===== src/rtl/camera_pkg.sv =====
// camera_pkg: definitions shared by the camera capture path.
//   cap_state_t      frame sequencer states
//   DEF_IMAGE_*      default active frame geometry (720p)
//   DEF_SKIP_FRAMES  default number of settling frames after Start
//   cnt_width()      width of a line/pixel counter able to hold n
//                    (never narrower than 12 bits)
package camera_pkg;

    typedef enum logic [2:0] {
        ST_WAIT_INIT,
        ST_IDLE,
        ST_SKIP,
        ST_ARM,
        ST_CAP
    } cap_state_t;

    localparam int DEF_IMAGE_WIDTH  = 1280;
    localparam int DEF_IMAGE_HEIGHT = 720;
    localparam int DEF_SKIP_FRAMES  = 10;

    function automatic int cnt_width(input int n);
        int w;
        w = $clog2(n + 1);
        return (w < 12) ? 12 : w;
    endfunction

endpackage


===== src/rtl/sync_2ff.sv =====
// sync_2ff: two-flop synchroniser for a single quasi-static level.
//   clk   destination clock
//   rst   asynchronous reset, active high (flops clear to RST_VAL)
//   d     asynchronous input level
//   q     synchronised level, 2 clk cycles of latency
module sync_2ff #(
    parameter logic RST_VAL = 1'b0
) (
    input  logic clk,
    input  logic rst,
    input  logic d,
    output logic q
);

    logic meta;

    always_ff @(posedge clk or posedge rst) begin
        if (rst) begin
            meta <= RST_VAL;
            q    <= RST_VAL;
        end else begin
            meta <= d;
            q    <= meta;
        end
    end

endmodule


===== src/rtl/capture_frame_ctrl.sv =====
// capture_frame_ctrl: frame-level sequencer between DVP capture and buffering.
// Waits for sensor init, discards SKIP_FRAMES settling frames after Start,
// then forwards only whole frames, counts them and checks their geometry.
//   Clk, Rst_p                  pixel clock, async active-high reset
//   Init_Done                   sensor init done (other clock domain)
//   Start, Stop                 capture request / stop at next frame end
//   DataValid/Hs/Vs/Pixel       DVP capture stream
//   Out_Valid/Hs/Vs/Pixel       gated stream, 1 cycle latency
//   Frame_Start, Frame_Done     1-cycle pulses aligned with Out_Vs edges
//   Frame_Cnt                   forwarded frames since Start (wraps)
//   Size_Err                    sticky line-length / line-count error
//   Busy                        sequencer is active (SKIP, ARM or CAP)
module capture_frame_ctrl
    import camera_pkg::*;
#(
    parameter int IMAGE_WIDTH  = DEF_IMAGE_WIDTH,
    parameter int IMAGE_HEIGHT = DEF_IMAGE_HEIGHT,
    parameter int SKIP_FRAMES  = DEF_SKIP_FRAMES,
    parameter int DATA_W       = 16,
    parameter int FCNT_W       = 16
) (
    input  logic              Clk,
    input  logic              Rst_p,
    input  logic              Init_Done,
    input  logic              Start,
    input  logic              Stop,
    input  logic              DataValid,
    input  logic              DataHs,
    input  logic              DataVs,
    input  logic [DATA_W-1:0] DataPixel,
    output logic              Out_Valid,
    output logic [DATA_W-1:0] Out_Pixel,
    output logic              Out_Hs,
    output logic              Out_Vs,
    output logic              Frame_Start,
    output logic              Frame_Done,
    output logic [FCNT_W-1:0] Frame_Cnt,
    output logic              Size_Err,
    output logic              Busy
);

    localparam int PIX_W  = cnt_width(IMAGE_WIDTH);
    localparam int LINE_W = cnt_width(IMAGE_HEIGHT);
    localparam int SKIP_W = $clog2(SKIP_FRAMES + 2);

    cap_state_t        state, state_nxt;
    logic              init_sync;
    logic              vs_d, hs_d;
    logic              vs_rise, vs_fall, hs_fall;
    logic              start_go, arm_go, frame_end, skip_inc, stop_pend_set;
    logic              cap_active, gate_on;
    logic              stop_pend;
    logic [SKIP_W-1:0] skip_cnt;
    logic [PIX_W-1:0]  pix_cnt;
    logic [LINE_W-1:0] line_cnt;
    logic [LINE_W:0]   lines_seen;

    sync_2ff #(.RST_VAL(1'b0)) u_init_sync (
        .clk (Clk),
        .rst (Rst_p),
        .d   (Init_Done),
        .q   (init_sync)
    );

    assign vs_rise = DataVs & ~vs_d;
    assign vs_fall = ~DataVs & vs_d;
    assign hs_fall = ~DataHs & hs_d;

    // ------------------------------------------------------------------
    // Sequencer
    // ------------------------------------------------------------------
    always_ff @(posedge Clk or posedge Rst_p) begin
        if (Rst_p) state <= ST_WAIT_INIT;
        else       state <= state_nxt;
    end

    always_comb begin
        state_nxt     = state;
        start_go      = 1'b0;
        arm_go        = 1'b0;
        frame_end     = 1'b0;
        skip_inc      = 1'b0;
        stop_pend_set = 1'b0;
        if (!init_sync) begin
            state_nxt = ST_WAIT_INIT;
        end else begin
            unique case (state)
                ST_WAIT_INIT: state_nxt = ST_IDLE;
                ST_IDLE: begin
                    if (Start && !Stop) begin
                        start_go  = 1'b1;
                        state_nxt = (SKIP_FRAMES == 0) ? ST_ARM : ST_SKIP;
                    end
                end
                ST_SKIP: begin
                    if (Stop) begin
                        state_nxt = ST_IDLE;
                    end else if (vs_fall) begin
                        skip_inc = 1'b1;
                        if (int'(skip_cnt) + 1 >= SKIP_FRAMES) state_nxt = ST_ARM;
                    end
                end
                ST_ARM: begin
                    if (Stop) begin
                        state_nxt = ST_IDLE;
                    end else if (vs_rise) begin
                        arm_go    = 1'b1;
                        state_nxt = ST_CAP;
                    end
                end
                ST_CAP: begin
                    if (Stop) stop_pend_set = 1'b1;
                    if (vs_fall) begin
                        frame_end = 1'b1;
                        state_nxt = (stop_pend || Stop) ? ST_IDLE : ST_ARM;
                    end
                end
                default: state_nxt = ST_WAIT_INIT;
            endcase
        end
    end

    // The gate opens combinationally on the qualifying vs_rise so that
    // cycle's Vs reaches the output, and stays open for the whole CAP
    // state, so the vs_fall cycle (still in CAP) propagates its low Vs.
    assign cap_active = (state == ST_CAP) && init_sync;
    assign gate_on    = arm_go | cap_active;

    assign Busy = (state != ST_IDLE) && (state != ST_WAIT_INIT);

    // A line ending in the same cycle as the frame still counts.
    assign lines_seen = {1'b0, line_cnt} + (LINE_W + 1)'(hs_fall);

    // ------------------------------------------------------------------
    // Edge history, output registers, counters
    // ------------------------------------------------------------------
    always_ff @(posedge Clk or posedge Rst_p) begin
        if (Rst_p) begin
            // Reset to 1 so a release in mid-frame never looks like a rising edge.
            vs_d        <= 1'b1;
            hs_d        <= 1'b1;
            Out_Valid   <= 1'b0;
            Out_Pixel   <= '0;
            Out_Hs      <= 1'b0;
            Out_Vs      <= 1'b0;
            Frame_Start <= 1'b0;
            Frame_Done  <= 1'b0;
            Frame_Cnt   <= '0;
            Size_Err    <= 1'b0;
            stop_pend   <= 1'b0;
            skip_cnt    <= '0;
            pix_cnt     <= '0;
            line_cnt    <= '0;
        end else begin
            vs_d        <= DataVs;
            hs_d        <= DataHs;
            Out_Valid   <= DataValid & gate_on;
            Out_Hs      <= DataHs & gate_on;
            Out_Vs      <= DataVs & gate_on;
            Out_Pixel   <= gate_on ? DataPixel : '0;
            Frame_Start <= arm_go;
            Frame_Done  <= frame_end;

            if (state_nxt != ST_CAP) stop_pend <= 1'b0;
            else if (stop_pend_set)  stop_pend <= 1'b1;

            if (start_go)      skip_cnt <= '0;
            else if (skip_inc) skip_cnt <= skip_cnt + 1'b1;

            if (start_go)       Frame_Cnt <= '0;
            else if (frame_end) Frame_Cnt <= Frame_Cnt + 1'b1;

            if (start_go) begin
                Size_Err <= 1'b0;
            end else if (cap_active) begin
                if (hs_fall && pix_cnt != PIX_W'(IMAGE_WIDTH))
                    Size_Err <= 1'b1;
                if (vs_fall && lines_seen != (LINE_W + 1)'(IMAGE_HEIGHT))
                    Size_Err <= 1'b1;
            end

            // DataValid is only asserted while Hs is high, so a pixel never
            // coincides with the hs_fall that closes its line.
            if (state == ST_ARM) begin
                pix_cnt  <= '0;
                line_cnt <= '0;
            end else if (cap_active) begin
                if (hs_fall)
                    pix_cnt <= '0;
                else if (DataValid && pix_cnt != '1)
                    pix_cnt <= pix_cnt + 1'b1;
                if (hs_fall && line_cnt != '1)
                    line_cnt <= line_cnt + 1'b1;
            end
        end
    end

endmodule


===== config.mk =====
export PLATFORM = sky130hd
export DESIGN_NAME = capture_frame_ctrl
export DESIGN_NICKNAME = d
export VERILOG_FILES = /design/src/rtl/camera_pkg.sv /design/src/rtl/sync_2ff.sv /design/src/rtl/capture_frame_ctrl.sv
export SDC_FILE = /design/constraint.sdc
export NUM_CORES = 1
export LEC_CHECK = 0
export BUFFER_PORTS_ARGS = -buffer_cell sky130_fd_sc_hd__buf_2
export CAP_MARGIN = 25
export CORE_MARGIN = 8
export CORE_UTILIZATION = 50
export DETAILED_ROUTE_END_ITERATION = 12
export PLACE_DENSITY_LB_ADDON = 0.12
export SLEW_MARGIN = 20
export SYNTH_ARGS = -nofsm -noshare
export SYNTH_HDL_FRONTEND = slang
export SYNTH_SLANG_ARGS = --single-unit
export TNS_END_PERCENT = 1

===== constraint.sdc =====
create_clock -name Clk -period 4.3 [get_ports Clk]
set_clock_uncertainty 0.2 [all_clocks]
set_input_delay 0.43 -clock Clk [delete_from_list [all_inputs] [get_ports Clk]]
set_output_delay 0.43 -clock Clk [all_outputs]
set_load 0.01 [all_outputs]

==> impl_metrics.env, run 1 <==
export IMPL_synth_area_um2=3600
export IMPL_clock_fmax_ghz=0.356
export IMPL_dieArea_um2=10200
export IMPL_period_share=0.654
export IMPL_seq_area_um2=1850
export IMPL_grt_use_total=0.161
export IMPL_path_cells="dlygate4sd3_1 -> buf_2 -> nand2b_1 -> inv_1 -> ha_1 -> ha_1 -> nor4b_1 -> o21ai_0 -> a221oi_1 -> a31o_2 -> a21oi_1"
export IMPL_htreeDepth=3
export IMPL_syn_avg_cell_area_um2=10.0
export IMPL_netlist_instances=360
export IMPL_worstSkewPairLatency_ns=0.35
export IMPL_place_area_um2=4010
export IMPL_cts_setup_buffers=0
export IMPL_dieWidth_um=101
export IMPL_multi_input_area_um2=1650
export IMPL_clockBufferDepth=2
export IMPL_synth_main_ff_cell="dfrtp_1"
export IMPL_io_pins=63
export IMPL_ctsResizeCount=0
export IMPL_drc=0
export IMPL_vias=2762
export IMPL_crit_buf_inv=3
export IMPL_post_drt_wl_per_cell_um=14.5
export IMPL_gp_congestion=0.884
export IMPL_tritoncts="built"
export IMPL_p_per_area_nw_per_um2=336
export IMPL_synth_warning_count=0
export IMPL_core_area_um2=7100
export IMPL_slowest_delay_ns=0.52
export IMPL_synth_edf_count=0
export IMPL_numCtsBuffers=9
export IMPL_layout_drive_gt1_share=0.217
export IMPL_cts_root_buf="clkbuf_8"
export IMPL_max_slew_margin=0.527
export IMPL_syn2layout_area_growth_pct=18.7
export IMPL_p_leak_nw=2.12
export IMPL_ir_drop_uv=287
export IMPL_cpMostUsedCell="ha_1"
export IMPL_num_fill_cells=639
export IMPL_worstReg2RegStart="hs_d$_DFF_PP1_"
export IMPL_slowest_stage="dlygate4sd3_1"
export IMPL_yosysTopAreaCellShare=0.501
export IMPL_violations="hold timing"
export IMPL_clkTransAtPathRegs_ns=0.08
export IMPL_fin_area_um2=4270
export IMPL_cts_sinks=74
export IMPL_path_delay_family="buffers and inverters"
export IMPL_detail_route_antenna_nets=0
export IMPL_synth_area_top_cells="dfrtp_1 50%, xor2_1 5.6%, nor2_1 4.7%"
export IMPL_routed_via_density=5.18
export IMPL_drtIter0Drc=68
export IMPL_yosysTopAreaCell="dfrtp_1"
export IMPL_drt_wl_total_um=7710
export IMPL_cp_end_kind="flop"
export IMPL_crit_start="DataHs"
export IMPL_grt_overflow=0
export IMPL_grt_pass1_vias=2796
export IMPL_cp_max_fo=6
export IMPL_antenna_found_initial=0
export IMPL_io_buffers=62
export IMPL_synth_seq_cells=74
export IMPL_synthesis_nets=392
export IMPL_worst_pin_slew_ns=0.708
export IMPL_setup_worst_path_start_class="input pin"
export IMPL_worstPathRequired_ns=4.34
export IMPL_max_cap_violations=0
export IMPL_die_h_um=101
export IMPL_drt_first_pass_iters=4
export IMPL_num_antenna_cells=0
export IMPL_hold_viol=14
export IMPL_setup_viol=0
export IMPL_ys_seq_area_frac=0.515
export IMPL_rsz0062_at_grt="no"
export IMPL_start_util=0.507
export IMPL_cts_hold_buffers=3
export IMPL_synthDistinctLibCells=52
export IMPL_fin_tns_setup_ns=0
export IMPL_rows=31
export IMPL_hp_class="input pin to async pin"
export IMPL_synthArstFlopShare=1.00
export IMPL_grt_max_degree=41
export IMPL_crit_type="input pin to flop"
export IMPL_arrival_ns=2.85
export IMPL_dp_hpwl_um=5550
export IMPL_period_minus_slack_ns=2.81
export IMPL_drv_slew=0
export IMPL_num_nets_final=461
export IMPL_status="complete, but fails checks"
export IMPL_hold_ws_ns=-0.00824
export IMPL_grt_pass1_wl_um=13000
-- worst register-to-register path: cells and delay by family (launching register included) --
kind | cells | cell delay (ns)
and+or+nand+nor | 2 | 0.40
DFF | 1 | 0.52
buffers and inverters | 1 | 0.20
adders and majority gates | 2 | 0.47
AOI/OAI and AO/OA | 4 | 0.62
-- logic make-up after synthesis --
| kind of cell | after synthesis | synth area share |
|---|---|---|
| xor+xnor | 32 | 0.0779 |
| buf+inv | 23 | 0.0254 |
| mux | 1 | 0.00278 |
| compound gates | 49 | 0.0945 |
| simple gates | 173 | 0.257 |
| fa+ha+maj | 8 | 0.0278 |
| flops | 74 | 0.515 |
-- synthesized netlist by cell type (all sizes together) (3+ instances only) --
cell type  instances
o31ai              3
nor2              45
dfrtp             72
a31oi              4
clkbuf             8
inv               13
o21ai             18
xnor2              9
xor2              23
nor4b              4
ha                 8
and3               7
nand2             32
and4               5
nand3             19
and2b             10
a21oi             10
nor3               8
nand4             14
nor2b             11
nand2b             8
-- path summary, 6_finish.rpt --
path | to | slack [ns] | cells past startpoint
worst max-delay path | Size_Err$_DFFE_PP0P_ | 1.49 | 11
worst min-delay path | Frame_Cnt[6]$_DFFE_PP0P_ | -0.008 | 2
worst max register to register | Size_Err$_DFFE_PP0P_ | 1.80 | 9
worst min register to register | u_init_sync.q$_DFF_PP0_ | 0.16 | 0
max in group asynchronous | hs_d$_DFF_PP1_ | 2.91 | 3
min in group Clk | Out_Pixel[1]$_DFF_PP0_ | 0.09 | 2
-- registers in the layout, indices dropped and copies added (netlist names), 3 cells and up --
name / cells
pix_cnt: 12
state: 3
skip_cnt: 4
Out_Pixel: 16
Frame_Cnt: 16
line_cnt: 12
-- metrics by stage --
step	hold slack (ns)	setup slack (ns)	cells	utilization	total power, mW
after floorplan	0.131	1.79	360	-	0.802
after global placement	0.145	1.77	514	0.565	0.833
after detailed placement	0.142	1.68	514	0.565	0.837
after CTS	0.00935	1.52	533	0.602	1.46
after global routing	0.0476	1.32	533	0.602	1.50
final	-0.00824	1.49	533	0.602	1.44
-- final cells by class --
cell class,count,area share
flip-flops and latches,74,0.434
multi-input cells,263,0.387
repair buffers,68,0.0849
clock buffers,12,0.0363
well taps,99,0.0290
clock inverters,4,0.0173
inverters,13,0.0114
-- per-layer routing --
metal  global-route usage  up-vias  routed length, um
li1                     -     1385                  -
met1                0.189     1318               3490
met2                0.266       49               3730
met3               0.0594       10                416
met4               0.0512        0                 80
met5                    0        -                  0
-- power by group --
group / internal, mW / leakage [nW] / switching, mW
clock: 0.359 / 0.117 / 0.255
combinational: 0.0365 / 0.995 / 0.0527
sequential: 0.713 / 1.01 / 0.0213
-- placed cells by master (no fill, tap or decap), types with 12 or more instances in the layout --
master    n
nor2_1   45
buf_2    62
nand2_1  32
dfrtp_1  72
inv_1    12
nand4_1  14
xor2_1   23
o21ai_0  17
nand3_1  18
No activity file was read; power rests on OpenSTA's default activity.
==> run 2: changes to the inputs <==
==> constraint.sdc (replaced) <==
create_clock -name Clk -period 2.5 [get_ports Clk]
set_clock_uncertainty 0.2 [all_clocks]
set_input_delay 0.25 -clock Clk [delete_from_list [all_inputs] [get_ports Clk]]
set_output_delay 0.25 -clock Clk [all_outputs]
set_load 0.01 [all_outputs]
==> impl_metrics.env, run 2 (synthesis results as in run 1) <==
export IMPL_status="finished, final reports clean"
export IMPL_ir_drop_uv=312
export IMPL_seq_power_share=0.531
export IMPL_path_cells="dlygate4sd3_1 -> buf_2 -> nand2b_4 -> inv_1 -> ha_2 -> ha_2 -> nor4b_2 -> o21ai_1 -> a221oi_2 -> a31o_2 -> a21oi_1"
export IMPL_ff2ff_path_depth=6
export IMPL_io_buffers=62
export IMPL_num_fill_cells=610
export IMPL_cp_end_kind="flop"
export IMPL_detail_route_antenna_nets=0
export IMPL_cts_sinks=74
export IMPL_syn2layout_area_growth_pct=25.3
export IMPL_arrival_ns=2.39
export IMPL_drv_slew=0
export IMPL_grt_use_met2=0.284
export IMPL_gp_congestion=0.909
export IMPL_cpMostUsedCell="ha_2"
export IMPL_dp_hpwl_um=5820
export IMPL_use_met3=0.0394
export IMPL_drtIter0Drc=131
export IMPL_setup_worst_path_start_class="input pin"
export IMPL_hold_ws_ns=0.0275
export IMPL_period_share=0.944
export IMPL_clock_fmax_ghz=0.424
export IMPL_io_pins=63
export IMPL_ff2ff_setup_slack_ns=0.23
export IMPL_max_cap_violations=0
export IMPL_fin_ws_ns=0.139
export IMPL_num_nets_final=486
export IMPL_mostFrequentLayoutCell="dfrtp_1"
export IMPL_post_drt_wl_per_cell_um=14.7
export IMPL_clkTransAtPathRegs_ns=0.08
export IMPL_worstPathRequired_ns=2.53
export IMPL_stdcell_count=558
export IMPL_crit_type="input pin to flop"
export IMPL_cp_max_fo=5
export IMPL_cts_setup_buffers=0
export IMPL_switchingPower_mw=0.570
export IMPL_grt_pass1_wl_um=14200
export IMPL_dieArea_um2=10200
export IMPL_dp_cells=522
export IMPL_power_mw=2.38
export IMPL_holdPathStages=3
export IMPL_die_h_um=101
export IMPL_numCtsBuffers=9
export IMPL_core_area_um2=7100
export IMPL_p_int_mw=1.81
export IMPL_antenna_found_initial=0
export IMPL_crit_buf_inv=3
export IMPL_start_util=0.507
export IMPL_vias=2963
export IMPL_path_delay_family="buffers and inverters"
export IMPL_slowest_stage="dlygate4sd3_1"
export IMPL_grt_max_degree=31
export IMPL_drt_wl_total_um=8200
export IMPL_slowest_delay_ns=0.53
export IMPL_drt_first_pass_iters=4
export IMPL_setup_viol=0
export IMPL_layout_drive_gt1_share=0.233
export IMPL_max_slew_margin=0.525
export IMPL_hold_viol=0
export IMPL_rsz0062_at_grt="no"
export IMPL_preCtsSetupSlack_ns=0.150
export IMPL_power_frac_comb=0.082
export IMPL_fin_tns_setup_ns=0
export IMPL_routed_via_density=5.31
export IMPL_htreeDepth=3
export IMPL_dieWidth_um=101
export IMPL_hp_class="input pin to flop"
export IMPL_p_leak_nw=2.23
export IMPL_worst_pin_slew_ns=0.712
export IMPL_drc=0
export IMPL_tritoncts="built"
export IMPL_num_antenna_cells=0
export IMPL_met1_usage=0.219
export IMPL_cts_root_buf="clkbuf_8"
export IMPL_sw_frac_of_total=0.240
export IMPL_top_regs="Frame_Cnt: 16 flops, Out_Pixel: 16 flops"
export IMPL_grt_overflow=0
export IMPL_worstSkewPairLatency_ns=0.34
export IMPL_rows=31
export IMPL_grt_use_total=0.174
export IMPL_top_usage_layer="met2"
export IMPL_clockBufferDepth=2
export IMPL_period_minus_slack_ns=2.36
export IMPL_power_frac_clock=0.387
export IMPL_grt_pass1_vias=3016
export IMPL_p_per_area_nw_per_um2=527
export IMPL_final_cell_mix="72 x dfrtp_1, 62 x buf_2, 44 x nor2_1, 32 x nand2_1, 23 x xor2_1"
export IMPL_cp_num_cells=11
[run 2: cell count changes in the layout (fill, tap and decap cells not counted), moves of 2 or more]
cell           before  now
dlygate4sd3_1       3   20
buf_4               3   10
ha_1                8    6
ha_2                0    2
[run 2: tightest hold or removal path, stage by stage]
cell and delay (ns):
buf_2 0.13, inv_1 0.09, nor2_1 0.06
[run 2: worst paths after layout]
path,startpoint,end
max in group asynchronous,Rst_p,hs_d$_DFF_PP1_
worst max-delay path,DataHs,Size_Err$_DFFE_PP0P_
worst min-delay path,DataValid,Out_Valid$_DFF_PP0_
min in group asynchronous,Rst_p,Frame_Cnt[5]$_DFFE_PP0P_
worst max register to register,state[1]$_DFF_PP0_,line_cnt[6]$_DFFE_PP0P_
worst min register to register,u_init_sync.meta$_DFF_PP0_,u_init_sync.q$_DFF_PP0_
[run 2: timing repair]
action                                  in CTS  in global routing
hold endpoints to repair                    48                  0
endpoints found under the setup margin       0                  1
hold buffers                                20                  0
resized for setup                            0                  7
[run 2: per-stage QoR]
step,util,area [um^2]
after CTS,0.632,4490
after floorplan,-,3600
after detailed placement,0.576,4090
after global placement,0.576,4090
final,0.635,4510
after global routing,0.635,4510
[run 2: cell type report]
class	instances	area (um^2)	share of cell area
Inverter	13	48.8	0.0108
Timing Repair Buffer	93	606	0.134
Sequential cell	74	1850	0.411
Multi-Input combinational cell	263	1680	0.373
Clock buffer	12	145	0.0322
Clock inverter	4	51.3	0.0114
Tap cell	99	124	0.0275
[run 2: power groups by stage]
stage	combinational [mW]	clock [mW]	sequential, mW
after floorplan	0.106	0	1.27
after global placement	0.163	0	1.28
after detailed placement	0.168	0	1.28
after CTS	0.194	0.949	1.26
after global routing	0.223	0.992	1.27
final	0.195	0.920	1.26
[run 2: metal layers]
metal  vias to the layer above  part of all wire
met1                      1445              0.44
met3                        12             0.059
li1                       1437                 -
met5                         -                 0
met4                         0             0.013
met2                        69              0.49
